File: config.mk
export PLATFORM = sky130hd
export DESIGN_NAME = i2c_slave_flat
export DESIGN_NICKNAME = d
export VERILOG_FILES = /design/src/rtl/i2c_pkg.sv /design/src/rtl/i2c_slave_if.sv /design/src/rtl/i2c_bus_monitor.sv /design/src/rtl/i2c_slave.sv /design/src/flat_wrapper.sv
export SDC_FILE = /design/constraint.sdc
export NUM_CORES = 1
export LEC_CHECK = 0
export CAP_MARGIN = 10
export CORE_UTILIZATION = 31
export DETAILED_ROUTE_END_ITERATION = 7
export SYNTH_ARGS = -nofsm -noshare
export SYNTH_HDL_FRONTEND = slang
export SYNTH_SLANG_ARGS = --single-unit
export TNS_END_PERCENT = 1
File: constraint.sdc
create_clock -name Clk -period 1.6 [get_ports Clk]
set_input_delay 0.24 -clock Clk [delete_from_list [all_inputs] [get_ports Clk]]
set_output_delay 0.24 -clock Clk [all_outputs]
set_load 0.02 [all_outputs]
File: src/rtl/i2c_pkg.sv
// I2C target shared definitions: FSM state codes,
// ACK/NACK levels, R/W bit position, default address.
package i2c_pkg;
  localparam logic [6:0] SLV_ADDR_DEF = 7'h48;
  localparam logic ACK = 1'b0;
  localparam logic NACK = 1'b1;
  localparam int RW_BIT = 0;

  localparam logic [3:0] S_IDLE = 4'd0;
  localparam logic [3:0] S_ADDR = 4'd1;
  localparam logic [3:0] S_ACK_ADDR = 4'd2;
  localparam logic [3:0] S_RX_PTR = 4'd3;
  localparam logic [3:0] S_ACK_PTR = 4'd4;
  localparam logic [3:0] S_RX_D1 = 4'd5;
  localparam logic [3:0] S_ACK_D1 = 4'd6;
  localparam logic [3:0] S_RX_D2 = 4'd7;
  localparam logic [3:0] S_ACK_D2 = 4'd8;
  localparam logic [3:0] S_TX_BYTE = 4'd9;
  localparam logic [3:0] S_RX_MACK = 4'd10;
  localparam logic [3:0] S_IGNORE = 4'd11;
endpackage

File: src/rtl/i2c_slave_if.sv
// I2C wire bundle: Scl, Sda as seen on the wire, and
// the target's open-drain pull-down enable.
interface i2c_slave_if;
  logic Scl;
  logic Sda_in;
  logic Sda_oe;

  modport master (
    output Scl,
    output Sda_in,
    input  Sda_oe
  );

  modport slave (
    input  Scl,
    input  Sda_in,
    output Sda_oe
  );
endinterface

File: src/rtl/i2c_bus_monitor.sv
// Scl/Sda synchronizers plus registered Scl rise/fall,
// START/STOP pulses and the Sda sample aligned to them.
module i2c_bus_monitor #(
  parameter int SYNC_STAGES = 2
) (
  input  logic clk,
  input  logic rst_n,
  input  logic scl_i,
  input  logic sda_i,
  output logic scl_rise_o,
  output logic scl_fall_o,
  output logic start_o,
  output logic stop_o,
  output logic sda_o
);
  logic [SYNC_STAGES-1:0] scl_sync_q;
  logic [SYNC_STAGES-1:0] sda_sync_q;
  logic scl_s, sda_s;
  logic scl_q, sda_q;
  logic rise_q, fall_q, start_q, stop_q;

  assign scl_s = scl_sync_q[SYNC_STAGES-1];
  assign sda_s = sda_sync_q[SYNC_STAGES-1];

  // Idle bus is high, so reset to 1 to avoid false events.
  always_ff @(posedge clk or negedge rst_n) begin
    if (!rst_n) begin
      scl_sync_q <= '1;
      sda_sync_q <= '1;
      scl_q <= 1'b1;
      sda_q <= 1'b1;
      rise_q <= 1'b0;
      fall_q <= 1'b0;
      start_q <= 1'b0;
      stop_q <= 1'b0;
    end else begin
      scl_sync_q <= {scl_sync_q[SYNC_STAGES-2:0], scl_i};
      sda_sync_q <= {sda_sync_q[SYNC_STAGES-2:0], sda_i};
      scl_q <= scl_s;
      sda_q <= sda_s;
      rise_q <= scl_s & ~scl_q;
      fall_q <= ~scl_s & scl_q;
      start_q <= scl_s & scl_q & sda_q & ~sda_s;
      stop_q <= scl_s & scl_q & ~sda_q & sda_s;
    end
  end

  assign scl_rise_o = rise_q;
  assign scl_fall_o = fall_q;
  assign start_o = start_q;
  assign stop_o = stop_q;
  assign sda_o = sda_q;
endmodule

File: src/rtl/i2c_slave.sv
// I2C target: ACKs SLV_ADDR, captures pointer + 16-bit
// writes, returns Rd_data on reads. Ports: Clk, Rst,
// bus (Scl/Sda_in/Sda_oe), Rd_data, Pointer, Wr_data,
// Wr_valid, Busy, Error.
module i2c_slave
  import i2c_pkg::*;
#(
  parameter logic [6:0] SLV_ADDR = SLV_ADDR_DEF,
  parameter int SYNC_STAGES = 2
) (
  input  logic        Clk,
  input  logic        Rst,
  i2c_slave_if.slave  bus,
  input  logic [15:0] Rd_data,
  output logic [7:0]  Pointer,
  output logic [15:0] Wr_data,
  output logic        Wr_valid,
  output logic        Busy,
  output logic        Error
);
  logic rise_ev, fall_ev, start_ev, stop_ev, sda_s;
  logic [3:0] state_q, state_d;
  logic [2:0] cnt_q, cnt_d;
  logic done_q, done_d;
  logic [7:0] sh_q, sh_d, d1_q, d1_d, ptr_q, ptr_d;
  logic [15:0] tx_q, tx_d, wd_q, wd_d;
  logic lo_q, lo_d, rw_q, rw_d, oe_q, oe_d;
  logic busy_q, busy_d, wv_q, wv_d, err_q, err_d;
  logic byte_st, odd_st;

  i2c_bus_monitor #(.SYNC_STAGES(SYNC_STAGES)) u_mon (
    .clk(Clk),
    .rst_n(Rst),
    .scl_i(bus.Scl),
    .sda_i(bus.Sda_in),
    .scl_rise_o(rise_ev),
    .scl_fall_o(fall_ev),
    .start_o(start_ev),
    .stop_o(stop_ev),
    .sda_o(sda_s)
  );

  assign byte_st = state_q inside
    {S_ADDR, S_RX_PTR, S_RX_D1, S_RX_D2, S_TX_BYTE};
  // A write ending here holds an unpaired data byte.
  assign odd_st = (state_q == S_RX_D2) ||
                  (state_q == S_ACK_D1);

  always_comb begin
    state_d = state_q;
    cnt_d = cnt_q;
    done_d = done_q;
    sh_d = sh_q;
    d1_d = d1_q;
    tx_d = tx_q;
    lo_d = lo_q;
    rw_d = rw_q;
    oe_d = oe_q;
    ptr_d = ptr_q;
    wd_d = wd_q;
    busy_d = busy_q;
    wv_d = 1'b0;
    err_d = 1'b0;
    unique case (1'b1)
      start_ev: begin
        err_d = odd_st;
        state_d = S_ADDR;
        cnt_d = '0;
        done_d = 1'b0;
        oe_d = 1'b0;
      end
      stop_ev: begin
        err_d = odd_st;
        state_d = S_IDLE;
        oe_d = 1'b0;
        busy_d = 1'b0;
      end
      rise_ev: begin
        if (byte_st) begin
          sh_d = {sh_q[6:0], sda_s};
          cnt_d = cnt_q + 3'd1;
          done_d = (cnt_q == 3'd7);
        end
        if (state_q == S_RX_MACK && sda_s == NACK)
          state_d = S_IGNORE;
      end
      fall_ev: begin
        case (state_q)
          S_ADDR: if (done_q) begin
            if (sh_q[7:1] == SLV_ADDR) begin
              state_d = S_ACK_ADDR;
              oe_d = 1'b1;
              busy_d = 1'b1;
              rw_d = sh_q[RW_BIT];
              if (sh_q[RW_BIT]) tx_d = Rd_data;
            end else begin
              state_d = S_IGNORE;
              busy_d = 1'b0;
            end
          end
          S_ACK_ADDR: begin
            cnt_d = '0;
            done_d = 1'b0;
            if (rw_q) begin
              state_d = S_TX_BYTE;
              oe_d = ~tx_q[15];
              tx_d = {tx_q[14:0], 1'b0};
              lo_d = 1'b0;
            end else begin
              state_d = S_RX_PTR;
              oe_d = 1'b0;
            end
          end
          S_RX_PTR: if (done_q) begin
            state_d = S_ACK_PTR;
            oe_d = 1'b1;
            ptr_d = sh_q;
          end
          S_RX_D1: if (done_q) begin
            state_d = S_ACK_D1;
            oe_d = 1'b1;
            d1_d = sh_q;
          end
          S_RX_D2: if (done_q) begin
            state_d = S_ACK_D2;
            oe_d = 1'b1;
            wd_d = {d1_q, sh_q};
            wv_d = 1'b1;
          end
          S_ACK_PTR, S_ACK_D2: begin
            state_d = S_RX_D1;
            oe_d = 1'b0;
            cnt_d = '0;
            done_d = 1'b0;
          end
          S_ACK_D1: begin
            state_d = S_RX_D2;
            oe_d = 1'b0;
            cnt_d = '0;
            done_d = 1'b0;
          end
          S_TX_BYTE: begin
            if (done_q) begin
              state_d = S_RX_MACK;
              oe_d = 1'b0;
            end else begin
              oe_d = ~tx_q[15];
              tx_d = {tx_q[14:0], 1'b0};
            end
          end
          // Only reached after a master ACK; NACK left on rise.
          S_RX_MACK: begin
            state_d = S_TX_BYTE;
            cnt_d = '0;
            done_d = 1'b0;
            lo_d = ~lo_q;
            if (lo_q) begin
              oe_d = ~Rd_data[15];
              tx_d = {Rd_data[14:0], 1'b0};
            end else begin
              oe_d = ~tx_q[15];
              tx_d = {tx_q[14:0], 1'b0};
            end
          end
          default: ;
        endcase
      end
      default: ;
    endcase
  end

  always_ff @(posedge Clk or negedge Rst) begin
    if (!Rst) begin
      state_q <= S_IDLE;
      cnt_q <= '0;
      done_q <= 1'b0;
      sh_q <= '0;
      d1_q <= '0;
      tx_q <= '0;
      lo_q <= 1'b0;
      rw_q <= 1'b0;
      oe_q <= 1'b0;
      ptr_q <= '0;
      wd_q <= '0;
      busy_q <= 1'b0;
      wv_q <= 1'b0;
      err_q <= 1'b0;
    end else begin
      state_q <= state_d;
      cnt_q <= cnt_d;
      done_q <= done_d;
      sh_q <= sh_d;
      d1_q <= d1_d;
      tx_q <= tx_d;
      lo_q <= lo_d;
      rw_q <= rw_d;
      oe_q <= oe_d;
      ptr_q <= ptr_d;
      wd_q <= wd_d;
      busy_q <= busy_d;
      wv_q <= wv_d;
      err_q <= err_d;
    end
  end

  assign bus.Sda_oe = oe_q;
  assign Pointer = ptr_q;
  assign Wr_data = wd_q;
  assign Wr_valid = wv_q;
  assign Busy = busy_q;
  assign Error = err_q;
endmodule

File: src/flat_wrapper.sv
// flat-port wrapper written by rule: the top's interface ports become plain ports
module i2c_slave_flat import i2c_pkg::*;
#(
  parameter logic [6:0] SLV_ADDR = SLV_ADDR_DEF,
  parameter int SYNC_STAGES = 2
)
  (Clk, Rst, Rd_data, Pointer, Wr_data, Wr_valid, Busy, Error, bus_Scl, bus_Sda_in, bus_Sda_oe);
  i2c_slave_if bus_i ();
  input  logic Clk;
  input  logic Rst;
  input  logic [15:0] Rd_data;
  output logic [7:0] Pointer;
  output logic [15:0] Wr_data;
  output logic Wr_valid;
  output logic Busy;
  output logic Error;
  input wire logic [$bits(bus_i.Scl)-1:0] bus_Scl;
  input wire logic [$bits(bus_i.Sda_in)-1:0] bus_Sda_in;
  output wire logic [$bits(bus_i.Sda_oe)-1:0] bus_Sda_oe;
  assign bus_i.Scl = bus_Scl;
  assign bus_i.Sda_in = bus_Sda_in;
  assign bus_Sda_oe = bus_i.Sda_oe;
  i2c_slave #(.SLV_ADDR(SLV_ADDR), .SYNC_STAGES(SYNC_STAGES)) u_core (.Clk(Clk), .Rst(Rst), .bus(bus_i), .Rd_data(Rd_data), .Pointer(Pointer), .Wr_data(Wr_data), .Wr_valid(Wr_valid), .Busy(Busy), .Error(Error));
endmodule
==> impl_metrics.csv <==
group,metric,value,unit
setup_path,setup.worst_path.end_class,"flip-flop",
yosys,ys_top_cells_by_area,"dfrtp_1, mux2_2, dfstp_2, a222oi_1, a21oi_1",
timing,min_period,1800,ps
setup_path,rr_endpoint,"u_core.tx_q[14]",
power_and_ir_drop,sw_frac_of_total,0.337,
layout,fin_cells,544,
global_route,grt_overflow_total,0,
detailed_routing,finalWirelength,8230,um
yosys,synthFlopType,"dfrtp_1",
detailed_routing,wl_per_cell,15.1,um
place,dp.cells,517,
floorplanning,ios,48,
detailed_routing,drt_first_pass_iters,6,
place,io_buffers,47,
power_and_ir_drop,power_frac_comb,0.396,
global_route,grt_pass1_vias,2652,
yosys,yosysSeqAreaShare,0.559,
yosys,synth_edf_count,0,
global_route,grt_max_degree,33,
setup_path,cpPeakStageDelay,510,ps
timing,final_hold_viol_count,0,
setup_path,ff2ff_path_depth,7,
power_and_ir_drop,power_frac_clock,0.253,
yosys,syn_area_per_cell,12.3,sq um
clock_network,cts-root-buf,"clkbuf_16",
layout,n_antenna_cell,0,
outcome,status,"finished with violations",
floorplanning,chipWidth,110,um
yosys,ys_warn_count,0,
layout,fin_util,0.465,
layout,drive_gt1_frac,0.416,
timing,period_share,1.12,
setup_path,r2r_start,"u_core.state_q[3]",
power_and_ir_drop,power.switching,0.00258,W
setup_path,path_max_fanout,32,
outcome,violations,"setup timing",
timing,timing.hold.ws,312,ps
place,gp_congestion,0.874,
setup_path,startpoint_type,"flip-flop",
yosys,syn_area,3590,sq um
global_route,grtUsageTotal,0.146,
floorplanning,die_y,110,um
setup_path,rrSetupSlack,-200,ps
yosys,syn_inst,291,
power_and_ir_drop,total_power,0.00767,W
clock_network,cts_buffer_depth,2,
yosys,synth_top_cell_area_share,0.515,
timing,finalSetupViolations,67,
floorplanning,initial_core_util,0.324,
setup_path,critPathRequiredTime,1810,ps
yosys,synth.net_count,313,
timing,tightest_slew,451,ps
detailed_routing,vias_per_cell,5.10,
global_route,grt_antenna_before_repair,0,
clock_network,cts_buffers,9,
power_and_ir_drop,p_per_area,1490,nW/um^2
layout,final-seq-area,2010,sq um
setup_path,critPathLaunch,"u_core.state_q[3]",
yosys,synth.top_cells.by_count,"dfrtp_1, mux2_2, nor2_1, a21oi_1",
layout,syn2layout_area_growth,43.5,%
worst_hold_path,min_path_type,"in2reg",
clock_network,cts_tree,"yes",
timing,relSlewSlack,0.697,
setup_path,crit_end,"u_core.tx_q[14]",
timing,rsz0062_at_grt,"yes",
detailed_routing,drc,0,
place,dp_hpwl,5630,um
layout,multi_input_area,1600,sq um
timing,drv_slew,0,
setup_path,criticalPathCategory,"reg2reg",
clock_network,cts_sinks,80,
job,max_cap_violations,0,
yosys,ys_types,55,
power_and_ir_drop,seq_power_share,0.351,
yosys,async_flop_share,1.00,
setup_path,critical-path-slowest-cell,"or4b_4",
yosys,synth_top_cell_by_area,"dfrtp_1",
timing,finalClockSkew,4.99,ps
setup_path,path_cells,"buf_4 > or4b_4 > a41oi_2 > nor3_2 > buf_12 > nor2_1 > a21oi_1",
clock_network,h-tree-depth,3,
detailed_routing,initialDrtViolationCount,153,
power_and_ir_drop,p_int,0.00509,W
detailed_routing,antenna_left,0,
floorplanning,die_area,12000,sq um
setup_path,arrival,2010,ps
detailed_routing,vias,2777,
layout,num-fill-cells,1029,
power_and_ir_drop,ir_drop,0.921,mV
timing,fin_ws,-197,ps
timing,fmax,556,MHz
layout,nets,421,
clock_network,clk_pin_slew,60,ps
clock_network,clk_latency,330,ps
power_and_ir_drop,leakage,2.29,nW
global_route,grt_pass1_wl,13300,um
yosys,synth_seq_cells,80,
floorplanning,fp.coreArea,11100,sq um
yosys,yosysMostFrequentCell,"dfrtp_1",
floorplanning,rows,38,
[through the flow]
stage / area [sq um] / setup slack [ps] / setup TNS, ps
global route: 5160 / -298 / -11560
finish: 5160 / -197 / -7630
CTS: 5030 / -201 / -5920
detailed placement: 4650 / -348 / -11740
floorplan: 3610 / -70.7 / -2020
global placement: 4650 / -248 / -10300
[logic make-up after synthesis]
group / after synthesis / synth area share
DFF: 80 / 0.559
and+or+nand+nor: 73 / 0.116
AOI/OAI and AO/OA: 69 / 0.147
muxes: 45 / 0.140
buffers and inverters: 22 / 0.0306
adders and majority gates: 2 / 0.00696
[registers in the layout, indices dropped and copies added, names as in the netlist, 2 cells and up]
signal	count
u_core.tx_q	16
u_core.Pointer	8
u_core.u_mon.sda_sync_q	2
u_core.sh_q	8
u_core.cnt_q	3
u_core.Wr_data	16
u_core.d1_q	8
u_core.state_q	4
u_core.u_mon.scl_sync_q	2
[cells in the final DEF, fill, tap and decap left out, drive strengths merged, types with 3 or more instances in the layout]
| cell | synthesis | layout |
|---|---|---|
| nand2 | 15 | 15 |
| mux2 | 42 | 42 |
| nand3 | 4 | 4 |
| nor2b | 4 | 4 |
| nand2b | 4 | 4 |
| a21o | 3 | 3 |
| nor2 | 24 | 24 |
| a222oi | 15 | 15 |
| dfrtp | 74 | 74 |
| buf | 13 | 65 |
| a31oi | 4 | 4 |
| nor4 | 3 | 3 |
| mux2i | 3 | 3 |
| nor3 | 8 | 8 |
| clkbuf | 2 | 10 |
| nor3b | 4 | 4 |
| a21oi | 19 | 19 |
| dfstp | 6 | 6 |
| inv | 7 | 9 |
| clkdlybuf4s50 | 0 | 44 |
| o21ai | 6 | 6 |
[how the worst min path moves through the flow]
stage	to	start	slack, ps	cells past startpoint
final	u_core.u_mon.scl_sync_q[0]	bus_Scl	310	1
after global routing	u_core.u_mon.sda_sync_q[0]	bus_Sda_in	320	1
after CTS	u_core.u_mon.scl_sync_q[0]	bus_Scl	300	1
after detailed placement	u_core.Pointer[7]	Rst	210	1
after global placement	u_core.Wr_data[7]	Rst	200	1
after floorplan	u_core.Busy	Rst	-60	0
[what timing repair did]
action,4_1_cts,5_1_grt
pin swaps,3,1
endpoints found under the hold margin,22,0
resized for setup,15,26
setup endpoints to repair,68,68
hold buffers,1,0
gates cloned,0,0
buffers inserted,5,5
[critical path: cells and delay by family (launching register included)]
kind	cells	cell delay [ps]
buffers and inverters	2	330
AND/OR/NAND/NOR	3	690
flip-flops	1	420
AO/OA/AOI/OAI	2	230
[layer usage]
| layer | vias up | wire (um) | track usage |
|---|---|---|---|
| li1 | 1312 | - | - |
| met1 | 1373 | 3820 | 0.195 |
| met2 | 84 | 3890 | 0.231 |
| met3 | 8 | 423 | 0.0385 |
| met4 | 0 | 90 | 0.0429 |
| met5 | - | 0 | 0 |
[final cells by class]
cell class	count	share of cell area
flip-flops and latches	80	0.390
multi-input cells	189	0.310
repair buffers	112	0.205
clock buffers	10	0.0463
well taps	140	0.0340
clock inverters	6	0.00971
inverters	7	0.00510
[power groups by stage]
stage	combinational [W]	clock [W]	sequential [W]
after global routing	0.00332	0.00208	0.00273
after CTS	0.00270	0.00201	0.00272
after global placement	0.00253	0	0.00274
after detailed placement	0.00255	0	0.00274
after floorplan	0.00152	0	0.00267
final	0.00304	0.00194	0.00269
Note: power is estimated with default switching activity, not from simulation.
